--- src/rtl/ps2_rx_fifo.sv ---
// PS/2 keyboard receiver with full frame checking and a scan-code FIFO.
// Frames are checked for start, odd parity and stop bits, and are aborted
// if the keyboard goes quiet mid-frame. Good bytes are queued.
// The CPU sees a data register (FIFO head) and a status register.
module ps2_rx_fifo #(
    parameter int FIFO_DEPTH     = 8,
    parameter int SAMPLE_DELAY   = 8,
    parameter int TIMEOUT_CYCLES = 4096
) (
    input  logic       CLK,
    input  logic       RST,
    input  logic       KB_CLK,
    input  logic       KB_DATA,
    input  logic       CS_N,
    input  logic       RD_N,
    input  logic       ADDR,
    output logic [7:0] DOUT,
    output logic       DOE,
    output logic       IRQ
);

    localparam int PTR_W = (FIFO_DEPTH > 1) ? $clog2(FIFO_DEPTH) : 1;
    localparam int CNT_W = PTR_W + 1;
    localparam int DLY_W = $clog2(SAMPLE_DELAY + 1);
    localparam int TO_W  = $clog2(TIMEOUT_CYCLES + 1);

    typedef enum logic [1:0] {
        ST_IDLE   = 2'd0,
        ST_DATA   = 2'd1,
        ST_PARITY = 2'd2,
        ST_STOP   = 2'd3
    } rx_state_t;

    // True when data plus parity bit hold an odd number of ones.
    function automatic logic odd_parity_ok(input logic [7:0] data, input logic par);
        odd_parity_ok = ^{data, par};
    endfunction

    // ------------------------------------------------------------------
    // Synchronisers and edge detectors
    // ------------------------------------------------------------------
    logic kbc_meta_r, kbc_sync_r, kbc_prev_r;
    logic kbd_meta_r, kbd_sync_r;
    logic strb_meta_r, strb_sync_r, strb_prev_r;
    logic addr_meta_r, addr_sync_r;
    logic rd_addr_r;

    logic fall_s;
    logic rd_end_s;

    // Double-flop every asynchronous input; all preset to idle-high.
    always_ff @(posedge CLK) begin
        if (!RST) begin
            kbc_meta_r  <= 1'b1;
            kbc_sync_r  <= 1'b1;
            kbc_prev_r  <= 1'b1;
            kbd_meta_r  <= 1'b1;
            kbd_sync_r  <= 1'b1;
            strb_meta_r <= 1'b1;
            strb_sync_r <= 1'b1;
            strb_prev_r <= 1'b1;
            addr_meta_r <= 1'b1;
            addr_sync_r <= 1'b1;
        end else begin
            kbc_meta_r  <= KB_CLK;
            kbc_sync_r  <= kbc_meta_r;
            kbc_prev_r  <= kbc_sync_r;
            kbd_meta_r  <= KB_DATA;
            kbd_sync_r  <= kbd_meta_r;
            strb_meta_r <= CS_N | RD_N;
            strb_sync_r <= strb_meta_r;
            strb_prev_r <= strb_sync_r;
            addr_meta_r <= ADDR;
            addr_sync_r <= addr_meta_r;
        end
    end

    // Remember which register the access targets while the strobe is active,
    // so the end-of-access action does not depend on ADDR after deassertion.
    always_ff @(posedge CLK) begin
        if (!RST) begin
            rd_addr_r <= 1'b0;
        end else if (!strb_sync_r) begin
            rd_addr_r <= addr_sync_r;
        end else begin
            rd_addr_r <= rd_addr_r;
        end
    end

    assign fall_s   = kbc_prev_r & ~kbc_sync_r;
    assign rd_end_s = strb_sync_r & ~strb_prev_r;

    // ------------------------------------------------------------------
    // Sample point generation
    // ------------------------------------------------------------------
    logic             dly_active_r;
    logic [DLY_W-1:0] dly_cnt_r;
    logic             sample_s;

    assign sample_s = dly_active_r & ~kbc_sync_r
                    & (dly_cnt_r == DLY_W'(SAMPLE_DELAY - 1));

    // Count the settle delay after a KB_CLK fall; a rising KB_CLK cancels it.
    always_ff @(posedge CLK) begin
        if (!RST) begin
            dly_active_r <= 1'b0;
            dly_cnt_r    <= '0;
        end else if (fall_s) begin
            dly_active_r <= 1'b1;
            dly_cnt_r    <= '0;
        end else if (dly_active_r) begin
            if (kbc_sync_r || sample_s) begin
                dly_active_r <= 1'b0;
                dly_cnt_r    <= '0;
            end else begin
                dly_active_r <= 1'b1;
                dly_cnt_r    <= dly_cnt_r + DLY_W'(1);
            end
        end else begin
            dly_active_r <= 1'b0;
            dly_cnt_r    <= '0;
        end
    end

    // ------------------------------------------------------------------
    // Frame FSM and inter-bit timeout
    // ------------------------------------------------------------------
    rx_state_t        state_r, state_nxt_s;
    logic [7:0]       shreg_r, shreg_nxt_s;
    logic [2:0]       bitcnt_r, bitcnt_nxt_s;
    logic             par_r, par_nxt_s;
    logic [TO_W-1:0]  to_cnt_r;
    logic             timeout_s;
    logic             push_s;
    logic             perr_set_s;
    logic             ferr_set_s;

    assign timeout_s = (state_r != ST_IDLE) & ~sample_s
                     & (to_cnt_r == TO_W'(TIMEOUT_CYCLES - 1));

    // Cycles since the last sample while a frame is open.
    always_ff @(posedge CLK) begin
        if (!RST) begin
            to_cnt_r <= '0;
        end else if (state_r == ST_IDLE || sample_s || timeout_s) begin
            to_cnt_r <= '0;
        end else begin
            to_cnt_r <= to_cnt_r + TO_W'(1);
        end
    end

    // FSM state and receive datapath registers.
    always_ff @(posedge CLK) begin
        if (!RST) begin
            state_r  <= ST_IDLE;
            shreg_r  <= 8'h00;
            bitcnt_r <= 3'd0;
            par_r    <= 1'b0;
        end else begin
            state_r  <= state_nxt_s;
            shreg_r  <= shreg_nxt_s;
            bitcnt_r <= bitcnt_nxt_s;
            par_r    <= par_nxt_s;
        end
    end

    // Next-state logic; the FSM only moves on a sample or on a timeout.
    always_comb begin
        state_nxt_s  = state_r;
        shreg_nxt_s  = shreg_r;
        bitcnt_nxt_s = bitcnt_r;
        par_nxt_s    = par_r;
        push_s       = 1'b0;
        perr_set_s   = 1'b0;
        ferr_set_s   = 1'b0;
        if (timeout_s) begin
            state_nxt_s = ST_IDLE;
            ferr_set_s  = 1'b1;
        end else if (sample_s) begin
            case (state_r)
                ST_IDLE: begin
                    if (!kbd_sync_r) begin
                        state_nxt_s  = ST_DATA;
                        bitcnt_nxt_s = 3'd0;
                    end else begin
                        state_nxt_s  = ST_IDLE;
                    end
                end
                ST_DATA: begin
                    shreg_nxt_s = {kbd_sync_r, shreg_r[7:1]};
                    if (bitcnt_r == 3'd7) begin
                        state_nxt_s = ST_PARITY;
                    end else begin
                        bitcnt_nxt_s = bitcnt_r + 3'd1;
                    end
                end
                ST_PARITY: begin
                    par_nxt_s   = kbd_sync_r;
                    state_nxt_s = ST_STOP;
                end
                ST_STOP: begin
                    ferr_set_s  = ~kbd_sync_r;
                    perr_set_s  = ~odd_parity_ok(shreg_r, par_r);
                    push_s      = kbd_sync_r & odd_parity_ok(shreg_r, par_r);
                    state_nxt_s = ST_IDLE;
                end
                default: begin
                    state_nxt_s = ST_IDLE;
                end
            endcase
        end else begin
            state_nxt_s = state_r;
        end
    end

    // ------------------------------------------------------------------
    // Scan-code FIFO
    // ------------------------------------------------------------------
    logic [7:0]       mem_r [FIFO_DEPTH];
    logic [PTR_W-1:0] wr_ptr_r, rd_ptr_r;
    logic [CNT_W-1:0] count_r;
    logic             empty_s, full_s;
    logic             pop_s, push_do_s, ovf_set_s, st_clr_s;

    assign empty_s   = (count_r == CNT_W'(0));
    assign full_s    = (count_r == CNT_W'(FIFO_DEPTH));
    assign pop_s     = rd_end_s & ~rd_addr_r & ~empty_s;
    assign st_clr_s  = rd_end_s & rd_addr_r;
    // A pop in the same cycle frees the slot, so a push into a full FIFO still lands.
    assign push_do_s = push_s & (~full_s | pop_s);
    assign ovf_set_s = push_s & full_s & ~pop_s;

    // Storage array; contents are don't-care while the count says empty.
    always_ff @(posedge CLK) begin
        if (push_do_s) begin
            mem_r[wr_ptr_r] <= shreg_r;
        end
    end

    // Pointers and occupancy count.
    always_ff @(posedge CLK) begin
        if (!RST) begin
            wr_ptr_r <= '0;
            rd_ptr_r <= '0;
            count_r  <= '0;
        end else begin
            if (push_do_s) begin
                wr_ptr_r <= wr_ptr_r + PTR_W'(1);
            end else begin
                wr_ptr_r <= wr_ptr_r;
            end
            if (pop_s) begin
                rd_ptr_r <= rd_ptr_r + PTR_W'(1);
            end else begin
                rd_ptr_r <= rd_ptr_r;
            end
            case ({push_do_s, pop_s})
                2'b10:   count_r <= count_r + CNT_W'(1);
                2'b01:   count_r <= count_r - CNT_W'(1);
                default: count_r <= count_r;
            endcase
        end
    end

    // ------------------------------------------------------------------
    // Sticky error flags and read interface
    // ------------------------------------------------------------------
    logic       ferr_r, perr_r, ovf_r;
    logic [7:0] status_s;

    // Sticky flags; a set in the same cycle as a status-read clear wins.
    always_ff @(posedge CLK) begin
        if (!RST) begin
            ferr_r <= 1'b0;
            perr_r <= 1'b0;
            ovf_r  <= 1'b0;
        end else begin
            ferr_r <= ferr_set_s | (ferr_r & ~st_clr_s);
            perr_r <= perr_set_s | (perr_r & ~st_clr_s);
            ovf_r  <= ovf_set_s  | (ovf_r  & ~st_clr_s);
        end
    end

    assign status_s = {3'b000, ferr_r, perr_r, ovf_r, full_s, ~empty_s};

    // Read data register, refreshed every cycle from the selected source.
    always_ff @(posedge CLK) begin
        if (!RST) begin
            DOUT <= 8'h00;
        end else if (ADDR) begin
            DOUT <= status_s;
        end else if (empty_s) begin
            DOUT <= 8'h00;
        end else begin
            DOUT <= mem_r[rd_ptr_r];
        end
    end

    assign DOE = ~CS_N & ~RD_N;
    assign IRQ = ~empty_s;

endmodule

--- config.mk ---
export PLATFORM = sky130hd
export DESIGN_NAME = ps2_rx_fifo
export DESIGN_NICKNAME = d
export VERILOG_FILES = /design/src/rtl/ps2_rx_fifo.sv
export SDC_FILE = /design/constraint.sdc
export NUM_CORES = 1
export LEC_CHECK = 0
export ABC_AREA = 1
export BUFFER_PORTS_ARGS = -buffer_cell sky130_fd_sc_hd__buf_2
export CAP_MARGIN = 20
export CORE_UTILIZATION = 50
export CTS_BUF_LIST = sky130_fd_sc_hd__clkbuf_16
export DETAILED_ROUTE_END_ITERATION = 10
export GPL_ROUTABILITY_DRIVEN = 0
export PLACE_DENSITY = 0.7
export SLEW_MARGIN = 5
export SYNTH_ARGS = -nofsm -noshare
export SYNTH_HDL_FRONTEND = slang
export SYNTH_SLANG_ARGS = --single-unit
--- constraint.sdc ---
create_clock -name CLK -period 2.6 [get_ports CLK]
set_input_delay 0.39 -clock CLK [delete_from_list [all_inputs] [get_ports CLK]]
set_output_delay 0.39 -clock CLK [all_outputs]
set_load 0.05 [all_outputs]
==> summary.md <==
Worst setup path
* CP peak stage delay: 0.41 ns
* cells along the critical path: inv_1 -> nand2_1 -> nand2_1 -> nand2_1 -> nand2_1 -> nand2_1 -> nand2_1 -> nand2_2 -> nand2_2 -> nand2_4 -> nand2_4 -> inv_1 -> ha_4 -> nand2_1 -> nand2_1 -> a31oi_2 -> inv_1 -> nand2_1 -> nand3_1 -> nand2_1 -> nor2_1
* required time reported for the critical path endpoint: 2.90 ns
* data arrival time of the worst path: 2.62 ns
* launching element type of the critical path: flop
* maximum net fanout on the critical path: 11
* cell mode on critical path: sky130_fd_sc_hd__nand2_1
* CP bufs+invs: 3
* critical path capture point type: flop
* cell with the largest stage delay on the worst path: sky130_fd_sc_hd__dfxtp_2
* kind of cell adding the most delay to the critical path: simple AND/OR/NAND/NOR gates
* kind of critical path: flop to flop

Cells and area
* synthesis-to-layout area growth: 18.0%
* antenna diode count: 0
* net count reported at finish: 583
* fill cell count: 819
* layout cell share with drive strength beyond 1: 20.0%
* core utilization of the finished layout: 60.8%
* area of all placed cells without fillers: 6280 um2

Routing
* count of vias placed by the detailed router: 3753
* Vias/cell: 5.27
* post-route DRC violation count: 0
* antenna-violating nets left: 0
* DRT Pass-1 Iters: 5
* post-DR wirelength/cell: 14.7 um
* Iter 0 DRT Violations: 238
* total routed wirelength: 10400 um

Clocking
* clock tree from TritonCTS: done
* Clock Pin Slew Worst Setup and Hold Paths: 0.06 ns
* Clock Root Buffer: sky130_fd_sc_hd__clkbuf_16
* CTS H-tree lvls: 4
* Setup Fix Bufs, Post-CTS: 0
* worst-skew pair later-pin latency: 0.41 ns
* TritonCTS Buffers: 17
* CTS max path bufs: 2
* total number of clock tree sinks: 131

Floorplanning
* full die area: 11100 um2
* floorplan die width: 105 um
* floorplan core area: 10300 um2
* Site Rows: 37
* top-level I/O count: 17
* Initial Utilization: 51.5%
* y dimension of the die: 105 um

STA
* Least-Margin Pin Slew: 0.518 ns
* number of pins with negative max-slew slack in the final report: 0
* crit path setup slack, layout: 0.282 ns
* Slew HR: 65.4%
* setup repair after global routing missed its margin: no
* final worst clock skew: 0.0188 ns
* Max Freq: 431 MHz
* final critical path time including I/O delays and setup: 2.32 ns
* Tcrit/Tclk final: 89.2%
* Setup Total Neg Slack: 0 ns
* final count of negative-setup-slack endpoints: 0
* hold violation count in the final report: 0

Logic synthesis
* Gate Count Post-Synth: 521
* number of enable-type register cells in the synthesized netlist: 64
* top cell type by total area after synthesis: sky130_fd_sc_hd__edfxtp_1
* unique cell type count in the Yosys netlist: 40
* synthesized area divided by synthesized cell count: 10.2 um2
* count leader, synth: sky130_fd_sc_hd__nor2_1
* top post-synthesis cells by area: sky130_fd_sc_hd__edfxtp_1, sky130_fd_sc_hd__dfxtp_1, sky130_fd_sc_hd__nor2_1, sky130_fd_sc_hd__nand2_1, sky130_fd_sc_hd__o21ai_0
* most frequently used flop master after synthesis: sky130_fd_sc_hd__dfxtp_1
* Commonest cells post-synth: sky130_fd_sc_hd__nor2_1, sky130_fd_sc_hd__dfxtp_1, sky130_fd_sc_hd__edfxtp_1
* flip-flop and latch count after synthesis: 131
* number of warnings printed during yosys synthesis: 0
* proportion of synthesized chip area in sequential cells: 61.4%
* net count after synthesis: 541
* share of the synthesized area in the top cell type: 36.1%
* summed instance area of the synthesized netlist: 5320 um2
* share of async-settable or async-resettable flops after synthesis: 0%

Placement
* DP Wirelength: 6850 um
* count of port buffers added during placement: 16
* cell area reported after detailed placement: 5660 um2
* setup slack at placement: 0.156 ns

Global routing
* number of antenna violations at the first check in global routing: 0
* GRT Resource Usage Total: 20.4%
* Overflow after GRT: 0
* largest net degree at the start of global routing: 33
* wire length of the first global-routing pass: 17300 um
* via count of the first global-routing pass: 3583

Worst hold path
* path class of the lowest-slack min-delay path: input port to flop

Pwr
* power per cell area: 717 nW/um2
* leakage component of the power: 2.23 nW
* peak supply drop: 0.384 mV

Flow run
* MaxCap Viol Count: 0

Run status
* outcome: finished, final reports clean

-- per-layer routing --
metal  up-vias  part of all wire [%]  GRT usage, %
met4         0                   1.5          7.85
met3        15                   5.9          4.62
met2       102                    49          34.5
met5         -                     0             0
li1       1884                     -             -
met1      1752                    43          25.6
-- final timing paths --
kind | slack [ns] | cells after the start | startpoint | end
min reg2reg | 0.41 | 1 | addr_meta_r$_SDFF_PN1_ | addr_sync_r$_SDFF_PN1_
min | 0.16 | 2 | KB_CLK | kbc_meta_r$_SDFF_PN1_
max reg2reg | 0.28 | 21 | shreg_r[7]$_SDFFE_PN0P_ | count_r[3]$_SDFFE_PN0P_
max | 0.28 | 21 | shreg_r[7]$_SDFFE_PN0P_ | count_r[3]$_SDFFE_PN0P_
-- per-stage QoR --
| step | hold slack, ns | power (mW) | std cells |
|---|---|---|---|
| floorplan | 0.393 | 2.22 | 521 |
| global placement | 0.398 | 2.23 | 680 |
| finish | 0.165 | 4.50 | 712 |
| global route | 0.163 | 4.61 | 712 |
| CTS | 0.161 | 4.53 | 712 |
| detailed placement | 0.398 | 2.23 | 680 |
-- registers in the layout, summed over array words and instances, names as in the netlist, 2 cells and up, named ones only --
name,count
mem_r,64
to_cnt_r,13
DOUT,8
shreg_r,8
count_r,4
dly_cnt_r,4
bitcnt_r,3
rd_ptr_r,3
wr_ptr_r,3
state_r,2
-- cell families after synthesis --
| family | count (synthesis) | synth area share (%) |
|---|---|---|
| AO/OA/AOI/OAI | 102 | 10.9 |
| XOR/XNOR | 9 | 1.48 |
| adder cells (fa/ha/maj) | 13 | 3.20 |
| buffers and inverters | 59 | 4.38 |
| flip-flops | 131 | 61.4 |
| AND/OR/NAND/NOR | 207 | 18.7 |
-- repair_timing --
action,CTS,global route
endpoints found under the setup margin,0,1
hold buffers,0,0
resized for setup,0,7
-- power breakdown --
group	switching, mW	total, mW	internal (mW)
Sequential	0.00256	2.15	2.15
Combinational	0.0240	0.0352	0.0112
Clock	0.893	2.31	1.42
Total	0.919	4.50	3.58
-- final cells by class --
class / count / area [um2] / share of cell area [%]
Sequential cell: 131 / 3270 / 52.1
Multi-Input combinational cell: 331 / 1850 / 29.4
Clock buffer: 17 / 425 / 6.78
Timing Repair Buffer: 37 / 238 / 3.79
Inverter: 45 / 171 / 2.73
Tap cell: 136 / 170 / 2.71
Clock inverter: 15 / 159 / 2.53
-- worst reg2reg max path: stages (launching register included) --
cell,delay [ns]
sky130_fd_sc_hd__dfxtp_2,0.41
sky130_fd_sc_hd__inv_1,0.08
sky130_fd_sc_hd__nand2_1,0.09
sky130_fd_sc_hd__nand2_1,0.06
sky130_fd_sc_hd__nand2_1,0.07
sky130_fd_sc_hd__nand2_1,0.05
sky130_fd_sc_hd__nand2_1,0.08
sky130_fd_sc_hd__nand2_1,0.07
sky130_fd_sc_hd__nand2_2,0.07
sky130_fd_sc_hd__nand2_2,0.08
sky130_fd_sc_hd__nand2_4,0.11
sky130_fd_sc_hd__nand2_4,0.07
sky130_fd_sc_hd__inv_1,0.12
sky130_fd_sc_hd__ha_4,0.22
sky130_fd_sc_hd__nand2_1,0.07
sky130_fd_sc_hd__nand2_1,0.06
sky130_fd_sc_hd__a31oi_2,0.16
sky130_fd_sc_hd__inv_1,0.07
sky130_fd_sc_hd__nand2_1,0.09
sky130_fd_sc_hd__nand3_1,0.08
sky130_fd_sc_hd__nand2_1,0.06
sky130_fd_sc_hd__nor2_1,0.04
-- cells in the final DEF, fill, tap and decap left out, types with 7 or more instances in the layout --
cell	instances
sky130_fd_sc_hd__buf_2	16
sky130_fd_sc_hd__nor2_1	70
sky130_fd_sc_hd__o221ai_1	8
sky130_fd_sc_hd__nand2_2	10
sky130_fd_sc_hd__edfxtp_1	64
sky130_fd_sc_hd__nand2_1	60
sky130_fd_sc_hd__ha_1	11
sky130_fd_sc_hd__nand3_1	24
sky130_fd_sc_hd__clkbuf_16	17
sky130_fd_sc_hd__dfxtp_1	64
sky130_fd_sc_hd__buf_4	21
sky130_fd_sc_hd__a21oi_1	29
sky130_fd_sc_hd__or2_2	7
sky130_fd_sc_hd__inv_1	40
sky130_fd_sc_hd__nor3_1	11
sky130_fd_sc_hd__o21ai_0	44
Power figures use the tool's default switching activity.
